$ cat src/rtl/qpu_meas_collect_pkg.sv
// -----------------------------------------------------------------------------
// qpu_meas_collect_pkg
// Shared definitions for the measurement-result collector and the register
// file it feeds: qubit count, readout index width, FSM state encoding and a
// helper that turns a readout index into a qubit bitmap.
// -----------------------------------------------------------------------------
package qpu_meas_collect_pkg;

  localparam int QUBIT_NUM = 12;
  localparam int QIDX_W    = 4;

  typedef logic [QUBIT_NUM-1:0] qmask_t;

  typedef enum logic [1:0] {
    ST_IDLE    = 2'd0,
    ST_COLLECT = 2'd1,
    ST_COMMIT  = 2'd2
  } meas_state_e;

  // One-hot bitmap for a readout index; an index beyond the last physical
  // qubit maps to an empty mask so it can never match a pending qubit.
  function automatic qmask_t qidx_onehot(input logic [QIDX_W-1:0] idx);
    qmask_t m;
    m = '0;
    if (int'(idx) < QUBIT_NUM) m[idx] = 1'b1;
    return m;
  endfunction

endpackage

$ cat src/rtl/qpu_meas_tmo_cnt.sv
// -----------------------------------------------------------------------------
// qpu_meas_tmo_cnt
// Clearable, enabled up-counter with a terminal-count flag. Used by the
// collector to bound how long it waits for readout results.
// Ports:
//   clk   - clock, rising edge
//   rst   - asynchronous active-high reset
//   clr_i - synchronous clear to zero (wins over en_i)
//   en_i  - count enable
//   tc_o  - high while the count equals TERMINAL
// -----------------------------------------------------------------------------
module qpu_meas_tmo_cnt #(
  parameter int          CNT_W    = 16,
  parameter int unsigned TERMINAL = 999
) (
  input  logic clk,
  input  logic rst,
  input  logic clr_i,
  input  logic en_i,
  output logic tc_o
);

  localparam logic [CNT_W-1:0] TC_VAL = CNT_W'(TERMINAL);

  logic [CNT_W-1:0] cnt_q;

  // NOTE: state registers use non-blocking assignments so every flop samples
  // the pre-edge values, independent of process evaluation order.
  always_ff @(posedge clk or posedge rst) begin
    if (rst)        cnt_q <= '0;
    else if (clr_i) cnt_q <= '0;
    else if (en_i)  cnt_q <= cnt_q + 1'b1;
  end

  assign tc_o = (cnt_q == TC_VAL);

endmodule

$ cat src/rtl/qpu_meas_collect.sv
// -----------------------------------------------------------------------------
// qpu_meas_collect
// Collects out-of-order per-qubit readout results for one outstanding
// measurement instruction, then issues a single one-cycle write strobe with
// the assembled result bitmap and the mask of qubits actually received.
//
// Build option: define QPU_MEAS_TIMEOUT_EN to bound the collection phase to
// TMO_CYCLES cycles (forced commit with err_tmo). Without it the collector
// waits indefinitely and err_tmo is tied low.
//
// Ports:
//   clk, rst                   - clock / asynchronous active-high reset
//   start_valid/list/ready     - measurement dispatch handshake
//   rd_valid/qidx/bit/ready    - serial readout results
//   meas_wen/data/list         - registered commit to the register file
//   busy                       - collector not idle
//   err_unexp                  - pulse: a readout result was dropped
//   err_tmo                    - pulse with meas_wen on a timeout commit
// -----------------------------------------------------------------------------
module qpu_meas_collect
  import qpu_meas_collect_pkg::*;
#(
  parameter int TMO_W      = 16,
  parameter int TMO_CYCLES = 1000
) (
  input  logic                 clk,
  input  logic                 rst,
  input  logic                 start_valid,
  input  logic [QUBIT_NUM-1:0] start_list,
  output logic                 start_ready,
  input  logic                 rd_valid,
  input  logic [QIDX_W-1:0]    rd_qidx,
  input  logic                 rd_bit,
  output logic                 rd_ready,
  output logic                 meas_wen,
  output logic [QUBIT_NUM-1:0] meas_data,
  output logic [QUBIT_NUM-1:0] meas_list,
  output logic                 busy,
  output logic                 err_unexp,
  output logic                 err_tmo
);

  if (TMO_CYCLES < 1 || TMO_CYCLES > (2**TMO_W) - 1) begin : g_bad_tmo_cfg
    $error("qpu_meas_collect: TMO_CYCLES out of range for TMO_W");
  end

  meas_state_e state_q, state_d;
  qmask_t      pending_q, pending_d;
  qmask_t      data_q, data_d;
  qmask_t      recv_q, recv_d;

  logic   meas_wen_q, meas_wen_d;
  qmask_t meas_data_q, meas_data_d;
  qmask_t meas_list_q, meas_list_d;
  logic   err_unexp_q, err_unexp_d;
  logic   err_tmo_q, err_tmo_d;

  qmask_t rd_mask;
  logic   start_take;
  logic   rd_hit;
  logic   tmo_tc;
  logic   tmo_commit;

  assign rd_mask    = qidx_onehot(rd_qidx);
  assign start_take = (state_q == ST_IDLE) && start_valid && (start_list != '0);
  assign rd_hit     = (state_q == ST_COLLECT) && rd_valid && ((rd_mask & pending_q) != '0);

`ifdef QPU_MEAS_TIMEOUT_EN
  qpu_meas_tmo_cnt #(
    .CNT_W    (TMO_W),
    .TERMINAL (TMO_CYCLES - 1)
  ) u_tmo_cnt (
    .clk   (clk),
    .rst   (rst),
    .clr_i (start_take),
    .en_i  (state_q == ST_COLLECT),
    .tc_o  (tmo_tc)
  );
`else
  assign tmo_tc = 1'b0;
`endif

  // Completion takes priority: a timeout only counts if qubits are still
  // outstanding after this cycle's result has been absorbed.
  assign tmo_commit = (state_q == ST_COLLECT) && tmo_tc && (pending_d != '0);

  // ---------------------------------------------------------------- datapath
  // NOTE: every signal assigned in always_comb gets a default first, so no
  // path leaves it unassigned and no latch is inferred.
  always_comb begin
    pending_d = pending_q;
    data_d    = data_q;
    recv_d    = recv_q;
    if (start_take) begin
      pending_d = start_list;
      data_d    = '0;
      recv_d    = '0;
    end else if (rd_hit) begin
      pending_d = pending_q & ~rd_mask;
      recv_d    = recv_q | rd_mask;
      data_d    = rd_bit ? (data_q | rd_mask) : (data_q & ~rd_mask);
    end
  end

  always_ff @(posedge clk or posedge rst) begin
    if (rst) begin
      pending_q <= '0;
      data_q    <= '0;
      recv_q    <= '0;
    end else begin
      pending_q <= pending_d;
      data_q    <= data_d;
      recv_q    <= recv_d;
    end
  end

  // ---------------------------------------------------------- state register
  always_ff @(posedge clk or posedge rst) begin
    if (rst) state_q <= ST_IDLE;
    else     state_q <= state_d;
  end

  // -------------------------------------------------------------- next state
  always_comb begin
    state_d = state_q;
    unique case (state_q)
      ST_IDLE:    if (start_take) state_d = ST_COLLECT;
      ST_COLLECT: if (pending_d == '0 || tmo_tc) state_d = ST_COMMIT;
      ST_COMMIT:  state_d = ST_IDLE;
      default:    state_d = ST_IDLE;
    endcase
  end

  // ----------------------------------------------------------------- outputs
  assign start_ready = (state_q == ST_IDLE);
  assign rd_ready    = (state_q == ST_COLLECT);
  assign busy        = (state_q != ST_IDLE);

  // Commit outputs are computed one cycle ahead and registered, so they are
  // glitch-free and held at zero outside COMMIT.
  always_comb begin
    meas_wen_d  = (state_d == ST_COMMIT);
    meas_data_d = meas_wen_d ? data_d : '0;
    meas_list_d = meas_wen_d ? recv_d : '0;
    err_tmo_d   = tmo_commit;
    err_unexp_d = rd_valid && !rd_hit;
  end

  always_ff @(posedge clk or posedge rst) begin
    if (rst) begin
      meas_wen_q  <= 1'b0;
      meas_data_q <= '0;
      meas_list_q <= '0;
      err_unexp_q <= 1'b0;
      err_tmo_q   <= 1'b0;
    end else begin
      meas_wen_q  <= meas_wen_d;
      meas_data_q <= meas_data_d;
      meas_list_q <= meas_list_d;
      err_unexp_q <= err_unexp_d;
      err_tmo_q   <= err_tmo_d;
    end
  end

  assign meas_wen  = meas_wen_q;
  assign meas_data = meas_data_q;
  assign meas_list = meas_list_q;
  assign err_unexp = err_unexp_q;
  assign err_tmo   = err_tmo_q;

endmodule

$ cat config.mk
export PLATFORM = sky130hd
export DESIGN_NAME = qpu_meas_collect
export DESIGN_NICKNAME = d
export VERILOG_FILES = /design/src/rtl/qpu_meas_collect_pkg.sv /design/src/rtl/qpu_meas_tmo_cnt.sv /design/src/rtl/qpu_meas_collect.sv
export SDC_FILE = /design/constraint.sdc
export NUM_CORES = 1
export LEC_CHECK = 0
export ABC_AREA = 1
export CELL_PAD_IN_SITES_DETAIL_PLACEMENT = 2
export CELL_PAD_IN_SITES_GLOBAL_PLACEMENT = 2
export CORE_ASPECT_RATIO = 2
export CORE_MARGIN = 10
export CORE_UTILIZATION = 33
export DETAILED_ROUTE_END_ITERATION = 16
export GPL_TIMING_DRIVEN = 0
export HOLD_SLACK_MARGIN = 0.05
export PLACE_DENSITY_LB_ADDON = 0.1
export SYNTH_ARGS = -nofsm -noshare
export SYNTH_HDL_FRONTEND = slang
export SYNTH_SLANG_ARGS = --single-unit
$ cat constraint.sdc
create_clock -name clk -period 5.1 [get_ports clk]
set_clock_uncertainty 0.1 [all_clocks]
set_input_delay 0.765 -clock clk [delete_from_list [all_inputs] [get_ports clk]]
set_output_delay 0.765 -clock clk [all_outputs]
set_load 0.005 [all_outputs]
Yosys cells after proc, flatten, opt, wreduce, memory -nomap -nowiden --
Cells that the tools add are included.
Word-level totals: word-level logic and storage cells 46, input bits 21, output and inout bits 30, flip-flop bits (word level) 64
Operators by class: order comparisons 3, muxes and demuxes 15, equal/unequal tests 2, bitwise operators 6, reduce and logical (&&, ||, !) cells 12
Operators by type and width (count):
- $mux W12 | 10
- $and A12 B12 Y12 | 3
- $or A12 B12 Y12 | 2
- $reduce_bool A12 Y1 | 2
- $logic_not A12 Y1 | 1
- $not A12 Y12 | 1
- $logic_and A1 B1 Y1 | 6
- $lt A4 B5 Y1 const B | 1
- $demux W1 S4 | 1
- $ge A4 B1 Y1 const B | 1
- $lt A4 B4 Y1 const B | 1
- $mux W2 | 2
- $pmux W2 S2 | 1
- $eq A2 B1 Y1 const B | 1
- $eq A2 B2 Y1 const B | 1
- $logic_not A2 Y1 | 1
- $reduce_bool A2 Y1 | 1
- $logic_not A1 Y1 | 1
- $mux W1 | 1

Logic depth before layout (Yosys ltp) --
Gate-level depths: netlist (run 1).
depth in word-level cells 15, depth in mapped cells 17

Worst setup path after synthesis (run 1) --
No wires, ideal clock.
path type input port to flip-flop, from input start_list[1], to register meas_list_q[0], in the netlist meas_list[0], buffers on the path 2, stages on the path 12, setup slack 2.609 ns, data required time 4.930 ns, arrival 2.321 ns, library setup time 0.070 ns, cell sequence or2_0 > nor2_1 > nand2_1 > nand3_2 > buf_1 > nor2_1 > a21oi_1 > nand3_1 > nor2_2 > nand3_4 > buf_6 > nor2_2
Between the ends: longest elaborated chain between the ends 8, elaborated cells on any way between the ends 10, those cells by class eq/ne (1); mux (6); reduce/logical (3)
Ends and longest elaborated chain:
- from (decl) | RTL line qpu_meas_collect.sv:29 | input logic [QUBIT_NUM-1:0] start_list,
- $reduce_bool A12 Y1 | RTL line qpu_meas_collect.sv:65 | assign start_take = (state_q == ST_IDLE) && start_valid && (start_list != '0);
- $logic_and A1 B1 Y1 | RTL line qpu_meas_collect.sv:65
- $mux W12 | RTL line qpu_meas_collect.sv:94 | if (start_take) begin
- $logic_not A12 Y1 | RTL line qpu_meas_collect.sv:128 | ST_COLLECT: if (pending_d == '0 || tmo_tc) state_d = ST_COMMIT;
- $mux W2 | RTL line qpu_meas_collect.sv:128
- $pmux W2 S2 | RTL line qpu_meas_collect.sv:126 | unique case (state_q)
- $eq A2 B2 Y1 | RTL line qpu_meas_collect.sv:142 | meas_wen_d = (state_d == ST_COMMIT);
- $mux W12 (*) | RTL line qpu_meas_collect.sv:144 | meas_list_d = meas_wen_d ? recv_d : '0;
- net meas_list_d[0] | RTL line qpu_meas_collect.sv:54 | qmask_t meas_list_q, meas_list_d;
- to (signal assigned) | RTL line qpu_meas_collect.sv:159 | meas_list_q <= meas_list_d;
- to (decl) | RTL line qpu_meas_collect.sv:54
Mark *: on every way through the listed nets, which the timed path passes. The rest lies on a longest branch.

Final worst setup path (run 1) --
from input start_list[6], to register meas_list_q[2], in the netlist meas_list[2]
The elaborated chain is that of the path after synthesis.

==> impl_metrics.csv, run 1 <==
group,metric,value,unit
outcome,status,"completed",
setup_path,ff2ff_path_depth,11,
global_routing,grt_pass1_vias,2847,
sta,finalMaxSlewViolations,0,
routing,vias_per_cell,4.79,
global_routing,groute.usage.overall,0.155,
finish,fin_area,0.00381,mm²
die,die_area,0.0131,mm²
setup_path,worstSetupPathType,"in2reg",
synthesis,synth-main-ff-cell,"dfrtp_1",
routing,routed_wl,9630,µm
placed_design,place_area,0.00351,mm²
routing,ant_nets,0,
sta,max_slew_margin,0.466,
pwr,p_leak,2.16,nW
synthesis,synth-edff-count,0,
setup_path,required,5.25,ns
routing,dr.pass1.iters,4,
routing,wl_per_cell,19.2,µm
synthesis,syn_nets,356,
die,start_util,0.335,
cts,clockBufferDepth,2,
finish,nets,417,
placed_design,hpwl,7540,µm
sta,finalWorstSetupSlack,1.48,ns
placed_design,place.gp.congestion,0.860,
synthesis,yosysSeqAreaShare,0.557,
cts,cts_tree,"done",
synthesis,yosysWarnings,0,
global_routing,grt_max_degree,37,
pwr,total_power,1.75,mW
setup_path,startpoint,"start_list[6]",
die,dieHeight,152,µm
synthesis,ys_types,22,
setup_path,r2r-end,"meas_list[2]",
sta,tightest_slew,0.799,ns
finish,drive_above_1_share,0.155,
global_routing,grt_pass1_wl,15300,µm
min_path,hold_path.class,"reg2reg",
cts,cts.sinks,64,
sta,setup_tns,0,ns
setup_path,cp-end-kind,"register",
synthesis,syn_area,0.00287,mm²
die,fp-row-count,48,
min_path,min_to,"recv_q[10]",
cts,h-tree-depth,3,
sta,fin_crit_sh,0.710,
sta,rsz0062_at_grt,"false",
placed_design,pre_cts_ws,1.22,ns
die,pin_count,51,
die,core_area,0.00859,mm²
min_path,holdPathStages,2,
sta,setup_viol,0,
synthesis,postSynthAreaPerCell,8.58,µm²
pwr,power_density,459,mW/mm²
cts,root_buffer,"clkbuf_16",
flow_run,maxCapViolCount,0,
synthesis,synth_seq_cells,64,
synthesis,synthArstFlopShare,1.00,
placed_design,numPortBuffers,49,
synthesis,netlist_instances,335,
cts,clk_pin_slew_worst_paths,0.06,ns
setup_path,reg2reg_slack,2.34,ns
die,chipWidth,86.0,µm
routing,vias,2398,
global_routing,antenna_found_initial,0,
cts,cts_resized,0,
min_path,hold_path_startpoint,"recv_q[10]",
finish,fillers,988,
finish,area_growth,32.5,%
cts,cts_setup_buffers,0,
pwr,ir_drop,0.300,mV
finish,antenna_cells,0,
routing,drtIter0Drc,46,
sta,hold_viol_final,0,
cts,cts_buffers,9,
cts,holdBufCountCts,0,
routing,remaining_drc_errors,0,
setup_path,start_kind,"input pin",
setup_path,critPathArrivalTime,3.77,ns
global_routing,overflow,0,
sta,fmax,0.276,GHz
setup_path,reg2reg_from,"state_q[1]",
sta,layout_min_cycle_time,3.62,ns
cts,clk_latency,0.33,ns
setup_path,cp_max_fo,10,
worst max path at each step:
stage / to / slack (ns) / cells past startpoint
final: meas_list[2] / 1.48 / 14
after global routing: meas_list[1] / 1.32 / 14
after CTS: meas_list[1] / 1.46 / 14
after detailed placement: meas_list[1] / 1.22 / 14
after global placement: meas_list[2] / 1.24 / 14
after floorplan: meas_list[0] / 2.61 / 12
synth_stat cells (2+ instances only):
master,number,area (µm²)
a21oi_1,8,40.0
buf_1,2,7.51
buf_2,2,10.0
buf_6,3,33.8
clkbuf_1,2,7.51
dfrtp_1,64,1600
inv_1,78,293
inv_2,2,7.51
nand2_1,30,113
nand3_1,27,135
nand3_2,2,20.0
nor2_1,52,195
nor2_2,21,131
o211ai_1,12,90.1
o21ai_0,12,60.1
or2_2,12,75.1
power by group:
part	leakage, nW	switching, mW	total (mW)	internal, mW
sequential	0.862	0.0559	0.685	0.630
clock	0.145	0.218	0.609	0.390
combinational	1.16	0.284	0.454	0.170
total	2.16	0.558	1.75	1.19
per-layer routing:
layer,global-route usage,part of all wire,vias up
li1,-,-,1124
met5,0,0,-
met2,0.303,0.62,43
met3,0.0364,0.035,18
met4,0.0820,0.036,0
met1,0.133,0.31,1213
cells in the final DEF, fill, tap and decap left out, types with 2 or more instances in the layout:
master / count
buf_1: 2
nor2_1: 52
a21oi_1: 8
nor2_2: 21
inv_2: 3
nand3_2: 2
buf_2: 2
clkinv_2: 2
clkbuf_1: 3
nand2_1: 30
o21ai_0: 12
clkdlybuf4s50_1: 49
o211ai_1: 12
dfrtp_1: 64
nand3_1: 27
clkbuf_16: 9
or2_2: 12
buf_6: 3
inv_1: 77
stage by stage:
stage	hold slack (ns)	util	instances
2_1_floorplan	0.372	-	335
3_3_place_gp	0.399	0.406	484
3_5_place_dp	0.409	0.409	485
4_1_cts	0.440	0.443	501
5_1_grt	0.474	0.443	501
6_report	0.438	0.443	501
registers in the layout, indices dropped and copies added, names as in the netlist:
signal and count:
state_q 2, meas_wen 1, pending_q 12, meas_data 12, meas_list 12, data_q 12, err_unexp 1, recv_q 12
cell families (layout without fill, tap and decap cells):
logic type	after synthesis	in the layout	synth area share
compound gates	33	33	0.0688
buf+inv	90	156	0.128
flops	64	64	0.557
other cells	1	1	0.00130
simple gates	147	147	0.245
critical path, stage by stage:
cell             delay (ns)
clkdlybuf4s50_1        0.45
nor2_1                 0.18
nand3_1                0.09
nor2_1                 0.28
nand2_1                0.14
nand3_2                0.20
buf_1                  0.39
nor2_1                 0.09
a21oi_1                0.35
nand3_1                0.16
nor2_2                 0.17
nand3_4                0.16
buf_6                  0.20
nor2_2                 0.12
layout make-up:
class,count,area [µm²],share of cell area
flip-flops and latches,64,1600,0.421
multi-input cells,181,906,0.238
repair buffers,50,510,0.134
inverters,80,300,0.0788
clock buffers,11,243,0.0637
well taps,100,125,0.0329
plain buffers,10,66.3,0.0174
clock inverters,5,56.3,0.0148
Note: power is estimated with default switching activity, not from simulation.
==> run 2, diff against run 1 <==
- CORE_UTILIZATION: 33 -> 28
- clock period: 5.1 -> 2.94 ns (I/O delays scaled with it)
==> run 2 against run 1 <==
Compared with the run above: worst setup slack worse by 1.2 ns; global-route usage fell by 2.6 points; sequential power rose by 72%; register-to-register slack got worse by 1.9 ns; via count decreased by 2.0%; die area up 14%; combinational power up 89%; worst hold slack worse by 0.0062 ns; non-clock buffer count grew 1.
==> impl_metrics.csv, run 2 (synthesis results as in run 1) <==
group,metric,value,unit
outcome,status,"completed",
global_routing,grt_pass1_wl,14900,µm
finish,drive_above_1_share,0.224,
die,start_util,0.285,
sta,finalWorstSetupSlack,0.294,ns
setup_path,reg2reg_from,"state_q[1]",
finish,fin_util,0.394,
pwr,power_density,760,mW/mm²
pwr,ir_drop,0.419,mV
pwr,p_leak,2.19,nW
global_routing,grt_max_degree,38,
setup_path,start_kind,"input pin",
min_path,hold_path.class,"reg2reg",
placed_design,numPortBuffers,49,
flow_run,maxCapViolCount,0,
routing,remaining_drc_errors,0,
setup_path,critPathArrivalTime,2.80,ns
routing,vias,2351,
sta,finalMaxSlewViolations,0,
min_path,hold_path_startpoint,"recv_q[11]",
placed_design,hpwl,7400,µm
routing,dr.pass1.iters,4,
die,pin_count,51,
die,dieHeight,163,µm
min_path,holdPathStages,2,
global_routing,groute.usage.overall,0.129,
routing,vias_per_cell,4.38,
routing,ant_nets,0,
cts,cts_buffers,9,
placed_design,place.gp.congestion,0.812,
sta,fmax,0.378,GHz
setup_path,ff2ff_path_depth,13,
pwr,power_frac_comb,0.284,
routing,routed_wl,9220,µm
setup_path,slowest_delay,0.47,ns
die,fp-row-count,52,
finish,layout_commonest_cell,"inv_1",
setup_path,worstSetupPathType,"in2reg",
global_routing,antenna_found_initial,0,
cts,clk_latency,0.32,ns
cts,root_buffer,"clkbuf_16",
die,die_area,0.0150,mm²
pwr,p_switching,0.986,mW
pwr,internal_power,2.03,mW
setup_path,cp_max_fo,10,
cts,cts_tree,"done",
cts,clockBufferDepth,2,
routing,drtIter0Drc,73,
cts,h-tree-depth,3,
sta,fin_crit_sh,0.900,
pwr,total_power,3.02,mW
global_routing,grt_pass1_vias,2810,
sta,hold_viol_final,0,
sta,max_slew_margin,0.470,
setup_path,cp-end-kind,"register",
sta,holdWs,0.432,ns
sta,rsz0062_at_grt,"false",
finish,antenna_cells,0,
routing,wl_per_cell,17.2,µm
placed_design,dp.cells,520,
finish,layout_common_cells,"75 x inv_1, 64 x dfrtp_1, 47 x nor2_1",
die,chipWidth,91.6,µm
min_path,min_to,"recv_q[11]",
setup_path,reg2reg_slack,0.39,ns
sta,layout_min_cycle_time,2.65,ns
global_routing,overflow,0,
die,core_area,0.0101,mm²
finish,stdcell_count,537,
pwr,power_frac_seq,0.389,
sta,tightest_slew,0.795,ns
sta,setup_viol,0,
cts,clk_pin_slew_worst_paths,0.05,ns
finish,area_growth,38.3,%
setup_path,crit_path_top_delay_cell,"clkdlybuf4s50_1",
setup_path,required,3.09,ns
setup_path,r2r-end,"meas_data[0]",
pwr,swShare,0.326,
setup_path,crit_chain,"clkdlybuf4s50_1 -> inv_2 -> nand2_1 -> nor2_2 -> nand2_1 -> nand2_1 -> nor2_1 -> nand3_2 -> buf_6 -> nand3_2 -> a21oi_2 -> nand3_2 -> nor2_4 -> nand3_4 -> buf_4 -> nor2_1",
finish,nets,418,
cts,cts.sinks,64,
pwr,clkPwrFrac,0.326,
placed_design,pre_cts_ws,-0.462,ns
## run 2: changes by cell type in the layout (fill, tap and decap cells not counted), moves of 4 or more
cell,before,now
nand3_2,2,10
a21oi_1,8,1
nand3_1,27,18
nor2_1,52,47
nor2_4,1,5
a21oi_2,0,7
## run 2: worst max-delay path by stage
| stage | startpoint | to | slack (ns) |
|---|---|---|---|
| floorplan | start_list[1] | meas_list[0] | 0.77 |
| global placement | rd_qidx[1] | meas_data[9] | -0.47 |
| detailed placement | rd_qidx[1] | meas_data[9] | -0.46 |
| CTS | rd_qidx[1] | meas_data[9] | 0.02 |
| global route | rd_qidx[3] | meas_list[2] | 0.04 |
| finish | rd_qidx[3] | meas_data[0] | 0.29 |
## run 2: power groups by stage
stage	registers [mW]	clock network, mW	logic, mW
floorplan	1.16	0	0.544
global route	1.21	1.05	0.980
global placement	1.19	0	0.754
CTS	1.19	1.02	0.798
finish	1.18	0.986	0.858
detailed placement	1.20	0	0.787
## run 2: layout make-up
type / instances / area [µm²]
plain buffers: 9 / 62.6
clock inverters: 5 / 31.3
flip-flops and latches: 64 / 1600
repair buffers: 52 / 529
well taps: 135 / 169
clock buffers: 11 / 253
multi-input cells: 181 / 1020
inverters: 80 / 303
fillers: 1123 / 6110
## run 2: critical path: cells and delay by family
family                 cells  cell delay [ns]
buffers and inverters      4             0.93
AND/OR/NAND/NOR           11             1.21
AO/OA/AOI/OAI              1             0.19
## run 2: per-layer routing
metal / track usage / vias to the layer above / share of wire
met5: 0 / - / 0
met4: 0.0494 / 0 / 0.014
met3: 0.0248 / 7 / 0.022
met2: 0.267 / 27 / 0.62
met1: 0.116 / 1191 / 0.34
li1: - / 1126 / -
## run 2: repair_timing
action	in CTS	in global routing
setup endpoints to repair	21	27
hold buffers	0	0
pin swaps	0	2
buffers inserted	0	2
gates resized for setup	7	29
## run 2: through the flow
step                      cell area [µm²]  TNS (ns)
after floorplan                      2870         0
final                                3970         0
after global placement               3530    -38.09
after CTS                            3850         0
after detailed placement             3550    -12.54
after global routing                 3970         0
